--- src/rtl/tinymips_boot_ctrl_pkg.sv ---
// Shared definitions for the TinyMIPS boot/run sequencer.
// The state encoding is visible on state_o, so these values are fixed.
package tinymips_boot_ctrl_pkg;

    localparam int DEF_SIZE  = 8;
    localparam int DEF_WIDTH = 16;

    typedef enum logic [1:0] {
        ST_LOAD = 2'b00,
        ST_HOLD = 2'b01,
        ST_RUN  = 2'b10,
        ST_DONE = 2'b11
    } boot_state_e;

endpackage

--- src/rtl/tinymips_boot_ctrl_ram_mux.sv ---
// Single-port RAM arbitration: host loader side or TinyMIPS core side.
// Purely combinational; the select comes straight from the controller state register.
module tinymips_ram_mux #(
    parameter int SIZE  = 8,
    parameter int WIDTH = 16
) (
    input  logic             sel_cpu,
    input  logic             host_we,
    input  logic [SIZE-1:0]  host_addr,
    input  logic [WIDTH-1:0] host_data,
    input  logic             cpu_we,
    input  logic [SIZE-1:0]  cpu_addr,
    input  logic [WIDTH-1:0] cpu_data,
    output logic             ram_we,
    output logic [SIZE-1:0]  ram_addr,
    output logic [WIDTH-1:0] ram_data
);

    always_comb begin
        if (sel_cpu) begin
            ram_we   = cpu_we;
            ram_addr = cpu_addr;
            ram_data = cpu_data;
        end else begin
            // Host data only reaches the bus on an accepted handshake.
            ram_we   = host_we;
            ram_addr = host_addr;
            ram_data = host_we ? host_data : '0;
        end
    end

endmodule

--- src/rtl/tinymips_boot_ctrl.sv ---
// Boot/run sequencer: streams a program image into RAM with the core held in reset,
// then hands the RAM port to the core for a bounded number of cycles.
module tinymips_boot_ctrl
    import tinymips_boot_ctrl_pkg::*;
#(
    parameter int SIZE       = DEF_SIZE,
    parameter int DEPTH      = 2**SIZE,
    parameter int WIDTH      = DEF_WIDTH,
    parameter int RST_HOLD   = 4,
    parameter int RUN_CYCLES = 600
) (
    input  logic             clk,
    input  logic             rst,
    input  logic             ld_valid,
    input  logic [WIDTH-1:0] ld_data,
    input  logic             ld_last,
    output logic             ld_ready,
    input  logic             halt,
    input  logic             rearm,
    input  logic             cpu_wrEn,
    input  logic [SIZE-1:0]  cpu_addr,
    input  logic [WIDTH-1:0] cpu_data,
    output logic             cpu_rst,
    output logic             ram_wrEn,
    output logic [SIZE-1:0]  ram_addr,
    output logic [WIDTH-1:0] ram_data,
    output logic [1:0]       state_o,
    output logic [SIZE:0]    load_count,
    output logic [15:0]      cycles,
    output logic             done
);

    localparam int              HOLD_W    = (RST_HOLD > 1) ? $clog2(RST_HOLD) : 1;
    localparam logic [HOLD_W-1:0] HOLD_LAST = HOLD_W'(RST_HOLD - 1);
    localparam logic [SIZE-1:0] PTR_LAST  = SIZE'(DEPTH - 1);
    localparam logic [15:0]     RUN_LAST  = 16'(RUN_CYCLES - 1);

    boot_state_e       state_q, state_d;
    logic [SIZE-1:0]   ptr_q, ptr_d;
    logic [SIZE:0]     load_count_q, load_count_d;
    logic [15:0]       cycles_q, cycles_d;
    logic [HOLD_W-1:0] hold_cnt_q, hold_cnt_d;
    logic              cpu_rst_q, cpu_rst_d;
    logic              handshake;
    logic              sel_cpu;

    always_ff @(posedge clk or negedge rst) begin
        if (!rst) begin
            state_q      <= ST_LOAD;
            ptr_q        <= '0;
            load_count_q <= '0;
            cycles_q     <= '0;
            hold_cnt_q   <= '0;
            cpu_rst_q    <= 1'b1;
        end else begin
            state_q      <= state_d;
            ptr_q        <= ptr_d;
            load_count_q <= load_count_d;
            cycles_q     <= cycles_d;
            hold_cnt_q   <= hold_cnt_d;
            cpu_rst_q    <= cpu_rst_d;
        end
    end

    always_comb begin
        state_d = state_q;
        unique case (state_q)
            ST_LOAD: if (handshake && (ld_last || ptr_q == PTR_LAST)) state_d = ST_HOLD;
            ST_HOLD: if (hold_cnt_q == HOLD_LAST)                     state_d = ST_RUN;
            ST_RUN:  if (halt || cycles_q == RUN_LAST)                state_d = ST_DONE;
            ST_DONE: if (rearm)                                       state_d = ST_LOAD;
            default:                                                  state_d = ST_LOAD;
        endcase
    end

    always_comb begin
        ptr_d        = ptr_q;
        load_count_d = load_count_q;
        cycles_d     = cycles_q;
        hold_cnt_d   = hold_cnt_q;
        unique case (state_q)
            ST_LOAD: begin
                if (handshake) begin
                    load_count_d = load_count_q + 1'b1;
                    // Pointer parks on the last word rather than wrapping.
                    if (ptr_q != PTR_LAST) ptr_d = ptr_q + 1'b1;
                end
            end
            ST_HOLD: begin
                if (hold_cnt_q == HOLD_LAST) begin
                    hold_cnt_d = '0;
                    cycles_d   = '0;
                end else begin
                    hold_cnt_d = hold_cnt_q + 1'b1;
                end
            end
            ST_RUN: cycles_d = cycles_q + 1'b1;
            ST_DONE: begin
                if (rearm) begin
                    ptr_d        = '0;
                    load_count_d = '0;
                    cycles_d     = '0;
                end
            end
            default: ;
        endcase
    end

    // Core reset is registered from the next state so it never glitches.
    always_comb begin
        cpu_rst_d = (state_d != ST_RUN);
    end

    always_comb begin
        ld_ready  = (state_q == ST_LOAD);
        done      = (state_q == ST_DONE);
        sel_cpu   = (state_q == ST_RUN);
        handshake = ld_valid & ld_ready;
    end

    tinymips_ram_mux #(
        .SIZE  (SIZE),
        .WIDTH (WIDTH)
    ) u_ram_mux (
        .sel_cpu   (sel_cpu),
        .host_we   (handshake),
        .host_addr (ptr_q),
        .host_data (ld_data),
        .cpu_we    (cpu_wrEn),
        .cpu_addr  (cpu_addr),
        .cpu_data  (cpu_data),
        .ram_we    (ram_wrEn),
        .ram_addr  (ram_addr),
        .ram_data  (ram_data)
    );

    assign cpu_rst    = cpu_rst_q;
    assign state_o    = state_q;
    assign load_count = load_count_q;
    assign cycles     = cycles_q;

endmodule

--- config.mk ---
export PLATFORM = sky130hd
export DESIGN_NAME = tinymips_boot_ctrl
export DESIGN_NICKNAME = d
export VERILOG_FILES = /design/src/rtl/tinymips_boot_ctrl_pkg.sv /design/src/rtl/tinymips_boot_ctrl_ram_mux.sv /design/src/rtl/tinymips_boot_ctrl.sv
export SDC_FILE = /design/constraint.sdc
export NUM_CORES = 1
export LEC_CHECK = 0
export ABC_AREA = 1
export CAP_MARGIN = 25
export CORE_UTILIZATION = 30
export CTS_BUF_LIST = sky130_fd_sc_hd__clkbuf_8 sky130_fd_sc_hd__clkbuf_16
export DETAILED_ROUTE_END_ITERATION = 16
export MAX_ROUTING_LAYER = met4
export PLACE_DENSITY = 0.62
export SLEW_MARGIN = 5
export SYNTH_ARGS = -nofsm -noshare
export SYNTH_HDL_FRONTEND = slang
export SYNTH_SLANG_ARGS = --single-unit
--- constraint.sdc ---
create_clock -name clk -period 4.49 [get_ports clk]
set_clock_uncertainty 0.1 [all_clocks]
set_input_delay 1.347 -clock clk [delete_from_list [all_inputs] [get_ports clk]]
set_output_delay 1.347 -clock clk [all_outputs]
set_load 0.01 [all_outputs]
; After elaboration in Yosys (flattened, before gate mapping)
; Index checks and enable logic that the tools add are counted.
[op_classes]
bitwise = 1
eq_ne = 12
muxes = 20
n_addsub = 4
n_reduce_logical = 9
[ops]
columns = cell, count
row1 = $mux W16, 4
row2 = $pmux W16 S3, 1
row3 = $mux W8, 4
row4 = $mux W9, 2
row5 = $pmux W9 S2, 1
row6 = $add A16 B1 Y16 const B, 1
row7 = $eq A16 B10 Y1 const B, 1
row8 = $pmux W8 S2, 1
row9 = $mux W2, 5
row10 = $add A9 B1 Y9 const B, 1
row11 = $add A8 B1 Y8 const B, 1
row12 = $eq A8 B8 Y1 const B, 1
row13 = $ne A8 B8 Y1 const B, 1
row14 = $pmux W2 S4, 1
row15 = $eq A2 B2 Y1 const B, 3
row16 = $ne A2 B2 Y1 const B, 3
row17 = $reduce_and A3 Y1, 2
row18 = $ne A2 B1 Y1 const B, 2
row19 = $reduce_and A4 Y1, 1
row20 = $reduce_bool A3 Y1, 1
row21 = $add A2 B1 Y2 const B, 1
row22 = $eq A2 B1 Y1 const B, 1
row23 = $logic_not A2 Y1, 1
row24 = $logic_or A1 B1 Y1, 2
row25 = 4 further kinds, 4
[word_totals]
register_bits = 38
elab_cells = 52
in_bits = 47

; Depth between registers and ports, before layout
; Gate-level depths: netlist (run 1).
[logic_depth]
depth_word = 6
ltp_mapped = 11

; Hierarchy
; Synthesis (run 1) repeated with hierarchy kept, for this count alone.
[unflattened]
hier_cells = 396
area_unflattened_um2 = 2773.9
[by_module_without_submodules]
columns = module, area_each_um2, instances, cells_per_inst
row1 = tinymips_boot_ctrl, 2329.7, 1, 313
row2 = tinymips_ram_mux, 444.2, 1, 83

; Worst setup path after synthesis (run 1)
; OpenSTA, ideal clock, no wires.
[synth_timing]
path_kind = input to output
start = input ld_valid
end = output ram_data[10]
path_buffers = 1
cell_stages = 5
slack_ns = 1.134
required_ns = 3.043
arrival_time_ns = 1.909
cell_sequence = nand2_1 clkinv_1 buf_2 nand3_1 nand2_1
[synth_between]
elab_chain_len = 3
[synth_rtl]
columns = item, line_no
row1 = from (decl), tinymips_boot_ctrl.sv:14  ; input logic ld_valid,
row2 = $and A1 B1 Y1, tinymips_boot_ctrl.sv:118  ; handshake = ld_valid & ld_ready;
row3 = $mux W16, tinymips_boot_ctrl_ram_mux.sv:28  ; ram_data = host_we ? host_data : '0;
row4 = $mux W16, tinymips_boot_ctrl_ram_mux.sv:20  ; if (sel_cpu) begin
row5 = to (decl), tinymips_boot_ctrl.sv:26  ; output logic [WIDTH-1:0] ram_data,
; No other way between the ends.

; Final worst setup path (run 1)
[layout_timing]
start = input ld_valid
end = output ram_data[8]
; Same word-level chain as after synthesis.

==> summary.md, run 1 <==
| Metric | Value |
|---|---|
| Status | `complete, no violations` |
| Filler Cells Inserted | `~860` |
| Crit path cell chain | `clkdlybuf4s50_1, nand2_1, clkinv_1, buf_12, nand3_1, nand2_1, clkdlybuf4s50_1` |
| Hold Fails Final Rpt | `0` |
| Setup TNS | `0 ns` |
| Cells after Synth | `381` |
| CP startpoint kind | `input pin` |
| CP Max Fanout | `15` |
| Drt total wl | `approximately 7500 um` |
| Leakage | `between 1.5 and 2 nW` |
| DIE WIDTH | `between 90 and 100 um` |
| Simple-gate share of the synthesized area | `about two fifths` |
| Synth Net Count | `roughly 440` |
| Fmax | `232.9 MHz` |
| Worst slew margin | `between 40% and 50%` |
| Min-Delay Path Class | `reg -> reg` |
| Largest net degree at the start of global routing | `41` |
| Die Footprint | `0.008928 sq mm` |
| Mean Syn Cell Area | `just under 7 sq um` |
| Util after Layout | `45.89%` |
| Synth Area in Compound Gates | `10.24%` |
| Maximum vdd ir drop | `roughly 240 uV` |
| Flops & latches, synth | `38` |
| Core area | `0.008258 sq mm` |
| Mapped cell area | `around 0.0026 sq mm` |
| Post-synth ARST share | `100.0%` |
| Root Buffer | `clkbuf_8` |
| Hold Path Depth | `2` |
| Antenna diodes | `0` |
| Most frequent cells in the layout | `nand2_1, clkdlybuf4s50_1, inv_1` |
| Initial core utilization | `about 31%` |
| Vias in the first global route | `2523` |
| Data arrival, critical path | `2.85 ns` |
| Drt drc | `0` |
| CTS tree | `done` |
| Io pins | `about 100` |
| FF-to-FF setup slack | `~2.4 ns` |
| Antenna violations before repair | `0` |
| Top FF cell, synth | `dfrtp_1` |
| Worst path required time | `3.04 ns` |
| H-tree Lvls | `2` |
| R2R cell count | `8` |
| Final net count | `between 500 and 600` |
| Maxcap violations | `0` |
| CP endpoint kind | `output port` |
| Mux cell area share after synthesis | `0%` |
| CTS hold repair buffers | `0` |
| CP max stage delay | `between 0.5 and 0.6 ns` |
| Clk slew on worst S/H paths | `0.08 ns` |
| Sink Count | `38` |
| Global-route wire length before repair | `12070 um` |
| Synth-to-Final Area Change | `47.68%` |
| Post-synth EDFFs | `0` |
| Die H | `between 90 and 100 um` |
| Resized cells post-CTS | `0` |
| Total grt overflow | `0` |
| Fin worst setup slack | `just under 0.2 ns` |
| Synth Area in XOR/XNOR | `less than 1%` |
| WS Path Type | `in -> out` |
| Unrepaired setup endpoints after global routing | `false` |
| Setup bufs post-CTS | `0` |
| Final Critical Period | `~4.3 ns` |
| Proportion of layout cells with a drive suffix above 1 | `~6.2%` |
| Clock Latency Late Sink | `about 0.29 ns` |
| Max Root-Sink Buffers | `2` |
| RD Place Congestion | `0.8760` |
| Pwr Density | `between 400 and 500 mW/mm^2` |
| Slowest CP cell | `clkdlybuf4s50_1` |
| Fin crit share | `a little over nine tenths` |
| Hold slack final | `around 0.40 ns` |
| First-iteration detailed-routing DRC count | `182` |
| Detailed placement HPWL | `5734 um` |
| CTS Buf Count | `5` |
| Ys Warns | `0` |
| # setup viols final | `0` |
| Gr usage total | `between 15 and 20%` |
| Post-synthesis adder-cell area fraction | `between 3 and 4%` |
| Floorplan row count | `33` |
| Post-DRT Antenna Nets | `0` |
| Wire per inst | `12.71 um` |
| Post-synth cell types | `27` |
| Worst-Margin Slew | `between 0.8 and 0.9 ns` |
| Sequential area share after synthesis | `a little under two fifths` |
| I/O Buffers | `around 100` |
| Post-route cell area | `approximately 0.0038 sq mm` |
| Total number of vias | `approximately 2800` |
| Commonest non-fill, non-tap cell in the layout | `nand2_1` |
| Worst slack, placed | `between 0.2 and 0.25 ns` |
| Drt via density | `4.720` |
| Cell area after placement | `0.003695 sq mm` |
| Largest family of logic cells by synthesized area | `simple AND/OR/NAND/NOR gates` |
| Slew Limit Fails | `0` |
| Pre-Repair DR Iteration Count | `4` |
flip-flops by register name, indices dropped and copies added (netlist names):
name        count
ptr_q           8
cpu_rst         1
cycles         16
state_o         2
hold_cnt_q      2
load_count      9
power breakdown:
| group | switching (mW) | internal (mW) |
|---|---|---|
| clock network | 0.128 | 0.124 |
| logic | 0.483 | 0.415 |
| registers | 0.0878 | 0.430 |
worst paths after layout:
kind	from	to
setup reg to reg	state_o[0]$_DFF_PN0_	cycles[12]$_DFFE_PN0P_
min in group asynchronous	rst	cycles[4]$_DFFE_PN0P_
max in group asynchronous	rst	load_count[0]$_DFFE_PN0P_
hold / removal	hold_cnt_q[1]$_DFFE_PN0P_	hold_cnt_q[1]$_DFFE_PN0P_
hold reg to reg	hold_cnt_q[1]$_DFFE_PN0P_	hold_cnt_q[1]$_DFFE_PN0P_
setup / recovery	ld_valid	ram_data[8]
area by class of cell:
cell class              count  area (sq um)  share of cell area, %
clock inverters             2         12.51                 0.3301
multi-input cells         288          1390                  36.68
inverters                  46         172.7                  4.556
repair buffers            105          1049                  27.67
clock buffers               6         82.58                  2.179
well taps                 105         131.4                  3.466
flip-flops and latches     38         952.2                  25.12
stage by stage:
stage / cells / power [mW]
4_1_cts: 590 / 1.682
2_1_floorplan: 381 / 1.022
3_5_place_dp: 582 / 1.426
5_1_grt: 590 / 1.812
6_report: 590 / 1.667
3_3_place_gp: 582 / 1.405
layer usage:
| layer | up-vias | track usage, % | share of wire, % |
|---|---|---|---|
| met2 | 64 | 26.75 | 48 |
| li1 | 1439 | - | - |
| met5 | - | - | 0 |
| met3 | 8 | 2.496 | 3.5 |
| met4 | 0 | 5.429 | 1.4 |
| met1 | 1274 | 24.32 | 47 |
Yosys cell counts, types with 3 or more instances:
cell type | number | area share, %
a21oi_1 | 15 | 2.9
clkbuf_1 | 5 | 0.73
dfrtp_1 | 37 | 36
ha_1 | 8 | 3.9
inv_1 | 42 | 6.1
nand2_1 | 128 | 19
nand3_1 | 38 | 7.4
nand4_1 | 12 | 2.9
nor2_1 | 28 | 4.1
nor2_4 | 3 | 1.3
nor3_1 | 13 | 2.5
o21ai_0 | 25 | 4.9
o21ai_1 | 4 | 0.78
o21ai_2 | 3 | 1.0
critical path, delay by kind of cell:
family	cells	cell delay, ns
buf+inv	4	1.28
simple gates	3	0.22
kinds of logic (layout without fill, tap and decap cells):
logic type	count (synthesis)	after routing
AOI/OAI and AO/OA	49	49
xor gates and xnor gates	1	1
adders and majority gates	8	8
buffers and inverters	55	159
DFF	38	38
and+or+nand+nor	230	230
(Power assumes the default switching activity.)
==> run 2, diff against run 1 <==
==> constraint.sdc (replaced) <==
create_clock -name clk -period 4.49 [get_ports clk]
set_clock_uncertainty 0.1 [all_clocks]
set_input_delay 1.1225 -clock clk [delete_from_list [all_inputs] [get_ports clk]]
set_output_delay 1.1225 -clock clk [all_outputs]
set_load 0.01 [all_outputs]
==> summary.md, run 2 (synthesized netlist as in run 1, its figures left out) <==
| Metric | Value |
|---|---|
| Status | `complete, no violations` |
| Die Footprint | `0.008928 sq mm (unchanged)` |
| Sink Count | `38 (unchanged)` |
| Detailed placement HPWL | `5678 um (-0.99%)` |
| Gr usage total | `17.17% (-0.48 points)` |
| CTS hold repair buffers | `0 (unchanged)` |
| Io pins | `102 (unchanged)` |
| Die H | `94.49 um (unchanged)` |
| Final std cells w/o fill | `588 (-0.34%)` |
| Most frequent cells in the layout | `nand2_1, clkdlybuf4s50_1, inv_1` |
| Slowest CP cell | `clkdlybuf4s50_1` |
| Register area | `952.2 sq um (unchanged)` |
| Final net count | `537 (-0.37%)` |
| Maxcap violations | `0 (unchanged)` |
| WS Path Type | `in -> out` |
| Slew Limit Fails | `0 (unchanged)` |
| Drt via density | `4.810 (+1.9%)` |
| Placed cells | `580 (-0.34%)` |
| Root Buffer | `clkbuf_8` |
| Largest delay share family, worst path | `buffers and inverters` |
| Drt total wl | `7438 um (-0.81%)` |
| CP endpoint kind | `output port` |
| CTS Buf Count | `5 (unchanged)` |
| Largest net degree at the start of global routing | `39 (-4.9%)` |
| CP startpoint kind | `input pin` |
| Min-Delay Path Class | `reg -> reg` |
| Initial core utilization | `31.08% (unchanged)` |
| I/O Buffers | `101 (unchanged)` |
| R2R cell count | `6 (-2)` |
| Worst slack, placed | `0.4235 ns (+0.2213 ns)` |
| Fmax | `246.4 MHz (+5.8%)` |
| Floorplan row count | `33 (unchanged)` |
| Final Critical Period | `4.058 ns (-0.2365 ns)` |
| Max Root-Sink Buffers | `2 (unchanged)` |
| Worst path buffer plus inverter count | `3 (-1)` |
| DIE WIDTH | `94.49 um (unchanged)` |
| Worst slew margin | `43.16% (+1.6 points)` |
| Filler Cells Inserted | `854 (-0.81%)` |
| Max reg flops | `16 (unchanged)` |
| Clock Latency Late Sink | `0.29 ns (about the same)` |
| Area of the multi-input gates | `0.001390 sq mm (unchanged)` |
| CTS tree | `done` |
| Pwr Total | `1.762 mW (+5.7%)` |
| Unrepaired setup endpoints after global routing | `false` |
| H-tree Lvls | `2 (unchanged)` |
| Maximum vdd ir drop | `194.4 uV (-18%)` |
| Setup TNS | `0 ns (unchanged)` |
| Drt drc | `0 (unchanged)` |
| Hold Fails Final Rpt | `0 (unchanged)` |
| # setup viols final | `0 (unchanged)` |
| Pre-Repair DR Iteration Count | `4 (unchanged)` |
| CP max stage delay | `0.48 ns (-0.06 ns)` |
| Pwr Density | `462.5 mW/mm^2 (+5.1%)` |
| Total grt overflow | `0 (unchanged)` |
| Worst path required time | `3.27 ns (+0.23 ns)` |
| Proportion of layout cells with a drive suffix above 1 | `5.797% (-0.39 points)` |
| Resized cells post-CTS | `0 (unchanged)` |
| Fin crit share | `90.38% (-5.3 points)` |
| Global-route wire length before repair | `11650 um (-3.5%)` |
| Core area | `0.008258 sq mm (unchanged)` |
| Antenna diodes | `0 (unchanged)` |
| Fin worst setup slack | `0.4319 ns (+0.2365 ns)` |
| Vias in the first global route | `2478 (-1.8%)` |
| CP Max Fanout | `17 (+2)` |
| First-iteration detailed-routing DRC count | `158 (-13%)` |
| CP Depth | `6 (-1)` |
| Data arrival, critical path | `2.84 ns (about the same)` |
| Setup bufs post-CTS | `0 (unchanged)` |
| Total number of vias | `2828 (+1.5%)` |
| Synth-to-Final Area Change | `48.46%` |
| Wire per inst | `12.65 um (-0.48%)` |
| Antenna violations before repair | `0 (unchanged)` |
| Commonest non-fill, non-tap cell in the layout | `nand2_1` |
| Post-DRT Antenna Nets | `0 (unchanged)` |
| Worst-Margin Slew | `0.8526 ns (-0.02345 ns)` |
| Clk slew on worst S/H paths | `0.07 ns (about the same)` |
| RD Place Congestion | `0.8652 (-1.2%)` |
| Crit path cell chain | `clkdlybuf4s50_1, nand2_1, clkinv_1, nand3_1, nand2_1, clkdlybuf4s50_1` |
| Hold Path Depth | `2 (unchanged)` |
| Leakage | `1.735 nW (+0.61%)` |
[run 2: per-stage QoR]
| step | utilization, % | area, sq um | hold WS, ns |
|---|---|---|---|
| detailed placement | 44.41 | 3667 | 0.3698 |
| CTS | 46.14 | 3810 | 0.3852 |
| floorplan | - | 2566 | 0.3459 |
| finish | 46.14 | 3810 | 0.3780 |
| global route | 46.14 | 3810 | 0.4346 |
| global placement | 44.41 | 3667 | 0.3582 |
[run 2: metal layers]
layer  global-route usage [%]  vias up  routed length [um]
met5                        -        -                   0
met4                    5.682        0                 112
met3                    2.818        7                 315
met2                    26.93       80                3592
met1                    22.50     1310                3417
li1                         -     1431                   -
[run 2: worst min-delay path: cells and delay by family, from the launching register on]
kind | cells | cell delay, ns
DFF | 1 | 0.35
and+or+nand+nor | 2 | 0.10
[run 2: final cells by class]
| type | instances | area share, % |
|---|---|---|
| clock buffers | 6 | 2.167 |
| clock inverters | 2 | 1.576 |
| inverters | 46 | 4.532 |
| multi-input cells | 288 | 36.49 |
| flip-flops and latches | 38 | 24.99 |
| well taps | 105 | 3.448 |
| repair buffers | 103 | 26.80 |
[run 2: path summary, 6_finish.rpt]
check,start,end,slack [ns]
min in group asynchronous,rst,cycles[3]$_DFFE_PN0P_,0.83
max in group asynchronous,rst,hold_cnt_q[0]$_DFFE_PN0P_,2.93
setup / recovery,ld_valid,ram_data[1],0.43
setup reg to reg,state_o[0]$_DFF_PN0_,cycles[3]$_DFFE_PN0P_,2.10
hold reg to reg,hold_cnt_q[1]$_DFFE_PN0P_,hold_cnt_q[1]$_DFFE_PN0P_,0.38
hold / removal,hold_cnt_q[1]$_DFFE_PN0P_,hold_cnt_q[1]$_DFFE_PN0P_,0.38
[run 2: report_power, final]
part / switching [mW] / internal [mW]
Sequential: 0.0841 / 0.430
Combinational: 0.479 / 0.404
Clock: 0.127 / 0.237
Total: 0.690 / 1.07
